**config.mk**
```make
export PLATFORM = sky130hd
export DESIGN_NAME = wb_regfile
export DESIGN_NICKNAME = d
export VERILOG_FILES = /design/src/rtl/wb_regfile.sv
export SDC_FILE = /design/constraint.sdc
export NUM_CORES = 2
export LEC_CHECK = 0
export CORE_MARGIN = 5
export CORE_UTILIZATION = 50
export CTS_BUF_LIST = sky130_fd_sc_hd__clkbuf_4
export DETAILED_ROUTE_END_ITERATION = 10
export GPL_TIMING_DRIVEN = 0
export PLACE_DENSITY = 0.68
export SLEW_MARGIN = 20
export SYNTH_ARGS = -nofsm -noshare
export SYNTH_HDL_FRONTEND = slang
export SYNTH_SLANG_ARGS = --single-unit
```
**constraint.sdc**
```tcl
create_clock -name clk -period 3.3 [get_ports clk]
set_input_delay 0.33 -clock clk [delete_from_list [all_inputs] [get_ports clk]]
set_output_delay 0.33 -clock clk [all_outputs]
set_load 0.005 [all_outputs]
```
**src/rtl/wb_regfile.sv**
```systemverilog
// Writeback stage: selects the writeback value, commits it to the register file,
// serves both ID read ports and counts retired instructions. Define WB_BYPASS_EN for write-through reads.
module wb_regfile #(
    parameter int DATA_W = 32,
    parameter int ADDR_W = 5,
    parameter int CNT_W  = 32
) (
    input  logic              clk,
    input  logic              rst,
    input  logic              wb_valid,
    input  logic              wb_reg_write,
    input  logic              wb_mem_to_reg,
    input  logic [ADDR_W-1:0] wb_rd_addr,
    input  logic [DATA_W-1:0] wb_alu_result,
    input  logic [DATA_W-1:0] wb_mem_data,
    input  logic [ADDR_W-1:0] rs_addr,
    input  logic [ADDR_W-1:0] rt_addr,
    output logic [DATA_W-1:0] rs_data,
    output logic [DATA_W-1:0] rt_data,
    output logic [DATA_W-1:0] wb_data,
    output logic              wb_we,
    output logic [CNT_W-1:0]  retire_count
);
    localparam int NUM_REGS = 2 ** ADDR_W;

    logic [DATA_W-1:0] regs_q [NUM_REGS];
    logic [CNT_W-1:0]  retire_q, retire_d;

    assign wb_data = wb_mem_to_reg ? wb_mem_data : wb_alu_result;
    // Address 0 is excluded here so r0 can never be written, and forwarding never matches it.
    assign wb_we   = wb_valid & wb_reg_write & (wb_rd_addr != '0);

    always_ff @(posedge clk) begin
        if (rst) begin
            for (int i = 0; i < NUM_REGS; i++) regs_q[i] <= '0;
        end else if (wb_we) begin
            regs_q[wb_rd_addr] <= wb_data;
        end
    end

    assign retire_d = retire_q + CNT_W'(1);

    always_ff @(posedge clk) begin
        if (rst)
            retire_q <= '0;
        else if (wb_valid)
            retire_q <= retire_d;
    end

    assign retire_count = retire_q;

    always_comb begin
        rs_data = (rs_addr == '0) ? '0 : regs_q[rs_addr];
        rt_data = (rt_addr == '0) ? '0 : regs_q[rt_addr];
`ifdef WB_BYPASS_EN
        // wb_we already implies a nonzero destination, so r0 stays zero under bypass.
        if (wb_we && (rs_addr == wb_rd_addr)) rs_data = wb_data;
        if (wb_we && (rt_addr == wb_rd_addr)) rt_data = wb_data;
`endif
    end

endmodule

```
======== Word level (Yosys, flattened, before mapping) ========
Memories as Yosys holds them, arrays and structs flattened.
Cells that the tools add are included.
storage, ports and cells
  register bits after elaboration ......... 32
  RAM bits ................................ 1024
  bits of input ports ..................... 84
  output and inout bits ................... 129
  word-level logic and storage cells ...... 20
  memories ................................ 1
operators by class
  add/sub/neg operators ................... 1
  multiplexer cells ....................... 11
  bitwise operators ....................... 2
  reductions and logical operators ........ 4
memory list
  memory  depth  width  read ports  clocked after Yosys merged registers in  wr ports  line  RTL
  regs_q  32     32     2           0                                        32        26    logic [DATA_W-1:0] regs_q [NUM_REGS];
operators with widths
  kind                                                              number
  32-bit two-way mux                                                4
  32-bit by 1-bit adder with 32-bit output (second input constant)  1
  32-bit OR reduction                                               1
  5-bit logical NOT                                                 2
  1-bit two-way mux                                                 6
  5-bit two-way mux                                                 1
  5-bit nonzero test                                                1
  1-bit bitwise AND                                                 2

======== Depth between registers and ports, before layout ========
  word-level depth ........................ 7
  mapped depth ............................ 7
  gate-level depth less buffers ........... 5

======== Worst setup path after synthesis ========
Ideal clock, no wire load.
  kind .................................... input-to-reg
  start point ............................. input wb_rd_addr[0]
  end point ............................... memory regs_q[14][0] (enable)
  data arrival time ....................... 2.076 ns
  required time ........................... 2.906 ns
  slack ................................... 0.830 ns
  stages .................................. 4
  buffers on the path ..................... 0
  cell sequence ........................... or3b_2 > nor2_1 > nand2_1 > nand2b_1
RTL lines
  item             line  RTL
  start, declared  13    input logic [ADDR_W-1:0] wb_rd_addr,
  end, declared    26

======== Final worst setup path ========
  start point ............................. input rt_addr[2]
  end point ............................... output rt_data[14]
on the way
  cells in the longest elaborated chain, start to end .. 2
  elaborated cells on any way between the ends .. 3
  those cells by class .................... mux (1); reduce/logical (1); memory (1)
ends and longest elaborated chain
  item                                                            line  RTL
  start, declared                                                 17    input logic [ADDR_W-1:0] rt_addr,
  memory 32 x 32 bit / 5-bit logical NOT (equally long branches)  n/a
  32-bit two-way mux *                                            54    rt_data = (rt_addr == '0) ? '0 : regs_q[rt_addr];
  end, declared                                                   19    output logic [DATA_W-1:0] rt_data,
Every way passes the cells marked *; elsewhere a longest branch is shown, timed or not.

==> qor.yml <==
run_status:
  status: "complete, but fails checks"
  violations: "negative hold slack, negative setup slack"
yosys:
  seq_area_frac_synth: 0.5818
  syn_area_per_cell_um2: 13.82
  ys_async_sr_fraction: 0
  synth_cell_types: 42
  synth_area_leaders: "edfxtp_1 (57%), mux4_2 (19%), nor2_1 (7.1%), mux2i_1 (3.0%), clkbuf_1 (2.1%)"
  synth_cells: 3904
  yosys_most_used_dff: "edfxtp_1"
  yosys_warnings: 0
  syn_area_um2: 53950
  synth_edf_count: 1024
  synth_top_area_share: 0.5700
  synth.ff_latch_count: 1056
  synth_largest_area_cell: "edfxtp_1"
sta:
  setup-violations-final: 56
  rsz0062_at_grt: "true"
  period_share: 1.068
  max_freq_mhz: 283.7
  tightest_slew_ns: 1.279
  final_max_slew_viol_count: 0
  fin_skew_ns: 0.05529
  post-route-min-period_ns: 3.525
  setup_slack_ns: -0.2252
  hold_ws_ns: -0.006980
  hold_viol_final: 1
  slew_headroom: 0.1471
global_route:
  use_met2: 0.5186
  grt_antenna_before_repair: 11
  grt_util_all_layers: 0.3705
  overflow: 0
  grt_pass1_wl_um: 299100
  use_met1: 0.4565
  use_met3: 0.1592
  grt_max_degree: 33
  grt.busiest_layer: "met2"
  first_global_vias: 41770
placed_design:
  dpl_cell_area_um2: 58320
  dp_cells: 5553
  gp_congestion: 1.026
  place_hpwl_um: 145900
  dp_worst_setup_slack_ns: -1.787
  port_buffers: 203
worst_setup_path:
  cp_data_required_time_ns: 2.97
  cp_slowest_cell: "clkbuf_1"
  endpoint_kind: "primary output"
  cp_data_arrival_time_ns: 3.20
  crit_type: "input port to primary output"
  r2r.worst_path.cells: 6
  crit_path_start_kind: "input port"
  path_common_cell: "buf_2"
  cp_num_cells: 7
  crit_family: "buffers and inverters"
  cp_num_buf_inv: 3
  critPathMaxStageDelay_ns: 0.95
  critPathMaxFanout: 10
  path_cells: "buf_2 -> clkbuf_1 -> mux4_2 -> mux2_2 -> o21ai_2 -> a311oi_4 -> buf_2"
drt:
  ant_nets: 0
  drtIter0Drc: 7762
  wl_per_cell_um: 35.67
  wirelength_um: 217300
  dr_total_vias: 42240
  routed_via_density: 6.932
  first_pass_iters: 10
  drcViolationCount: 0
cts:
  cts_tree: "yes"
  clk_pin_slew_ns: 0.07
  cts_inserted_buffers: 298
  clock-sinks: 1056
  cts_root_buf: "clkbuf_4"
  htreeDepth: 5
  insertion_delay_ns: 1.23
  clockBufferDepth: 4
die:
  dieArea_um2: 114600
  ios: 213
  row_count: 120
  start_util: 0.5040
  die_x_um: 338.5
  fp.dieH_um: 338.5
  core_area_um2: 107100
final_layout:
  final_area_um2: 64330
  fillers: 8363
  final_cell_mix: "edfxtp_1 (1024), nor2_1 (1014), mux4_2 (448), clkbuf_4 (438), clkbuf_1 (227)"
  final_cells: 6093
  final_common_cell: "edfxtp_1"
  finish.utilization: 0.6009
  finalNetCount: 4595
  drive_gt1_frac: 0.3179
  area_growth_pct: 19.23
job:
  maxCapViolations: 0
power:
  p_leak_nw: 22.56
  seq_power_share: 0.484
  powerDensity_nw_per_um2: 505.4
  power_switching_mw: 9.160
  p_comb_frac: 0.156
  ir_drop_uv: 276.1
  p_clk_frac: 0.360
  intPower_mw: 23.35
  sw_frac_of_total: 0.2818
min_path:
  hold_path_depth: 3
  worstHoldPathType: "input port to flip-flop"
layer usage:
metal	up-vias	part of all wire
met2	4407	0.42
met3	879	0.17
li1	16260	-
met4	6	0.089
met1	20690	0.33
met5	-	0.00027
sequential cells by signal, indices dropped and copies added (netlist names):
signal	count
regs_q	1024
retire_count	32
worst reg2reg max path: stages, from the launching register on:
cell,delay (ns)
dfxtp_1,0.46
nand4_2,0.15
or4_4,0.62
buf_6,0.17
clkbuf_1,0.23
o31ai_1,0.33
a21oi_1,0.10
power by group through the flow:
stage,clock network (mW),registers (mW),logic [mW]
floorplan,0,15.9,2.40
global placement,0,16.0,4.28
detailed placement,0,16.0,4.37
CTS,11.6,15.7,4.78
global route,12.3,15.8,5.09
finish,11.7,15.7,5.06
cell families after synthesis:
group,Yosys count,share of synthesized area
adders and majority gates,1,0.0002319
and+or+nand+nor,1338,0.1021
other,1,0.00006951
buffers and inverters,449,0.03344
AOI/OAI and AO/OA,374,0.05009
xor gates and xnor gates,11,0.001786
muxes,674,0.2305
DFF,1056,0.5818
stage by stage:
step / total power, mW / TNS, ns
2_1_floorplan: 18.27 / 0
6_report: 32.51 / -5.171
3_5_place_dp: 20.38 / -912.82
5_1_grt: 33.22 / -2.446
4_1_cts: 32.06 / -1.372
3_3_place_gp: 20.28 / -1918.12
worst paths after layout:
kind | slack (ns) | startpoint | endpoint
min | -0.007 | wb_mem_data[14] | regs_q[4][14]$_SDFFCE_PN0P_
min reg2reg | 0.50 | retire_count[29]$_SDFFE_PP0P_ | retire_count[29]$_SDFFE_PP0P_
max reg2reg | 1.05 | retire_count[9]$_SDFFE_PP0P_ | retire_count[23]$_SDFFE_PP0P_
max | -0.23 | rt_addr[2] | rt_data[14]
synthesized netlist by cell type (8+ instances only):
library cell and instances:
o2111ai_1 49, a22oi_1 64, or4_1 14, and2_1 8, a221oi_1 15, mux4_2 448
mux2i_1 161, nand4_1 11, o31ai_1 12, xor2_1 9, clkbuf_1 304, buf_2 89
a211oi_1 64, dfxtp_1 32, mux2_2 65, a311oi_1 64, nor2_1 1018, a21oi_1 20
edfxtp_1 1024, buf_1 18, o21ai_0 86, nand2_1 143, nand2b_1 34, nor2b_1 69
inv_1 37, nand3_1 10
area by class of cell:
| cell class | count | area [um2] | area share |
|---|---|---|---|
| multi-input cells | 2430 | 23030 | 0.3581 |
| diodes | 16 | 40.04 | 0.0006224 |
| flip-flops and latches | 1056 | 31390 | 0.4880 |
| plain buffers | 407 | 1926 | 0.02994 |
| clock buffers | 413 | 3100 | 0.04820 |
| well taps | 1403 | 1755 | 0.02729 |
| clock inverters | 51 | 305.3 | 0.004746 |
| repair buffers | 280 | 2638 | 0.04100 |
| inverters | 37 | 138.9 | 0.002159 |
what timing repair did:
item,in CTS,in global routing
buffers inserted,2,6
setup endpoints to repair,94,71
resized for setup,743,105
pin swaps,108,38
hold buffers,56,1
hold endpoints to repair,60,1
cloned,0,0
Note: power is estimated with default switching activity, not from simulation.
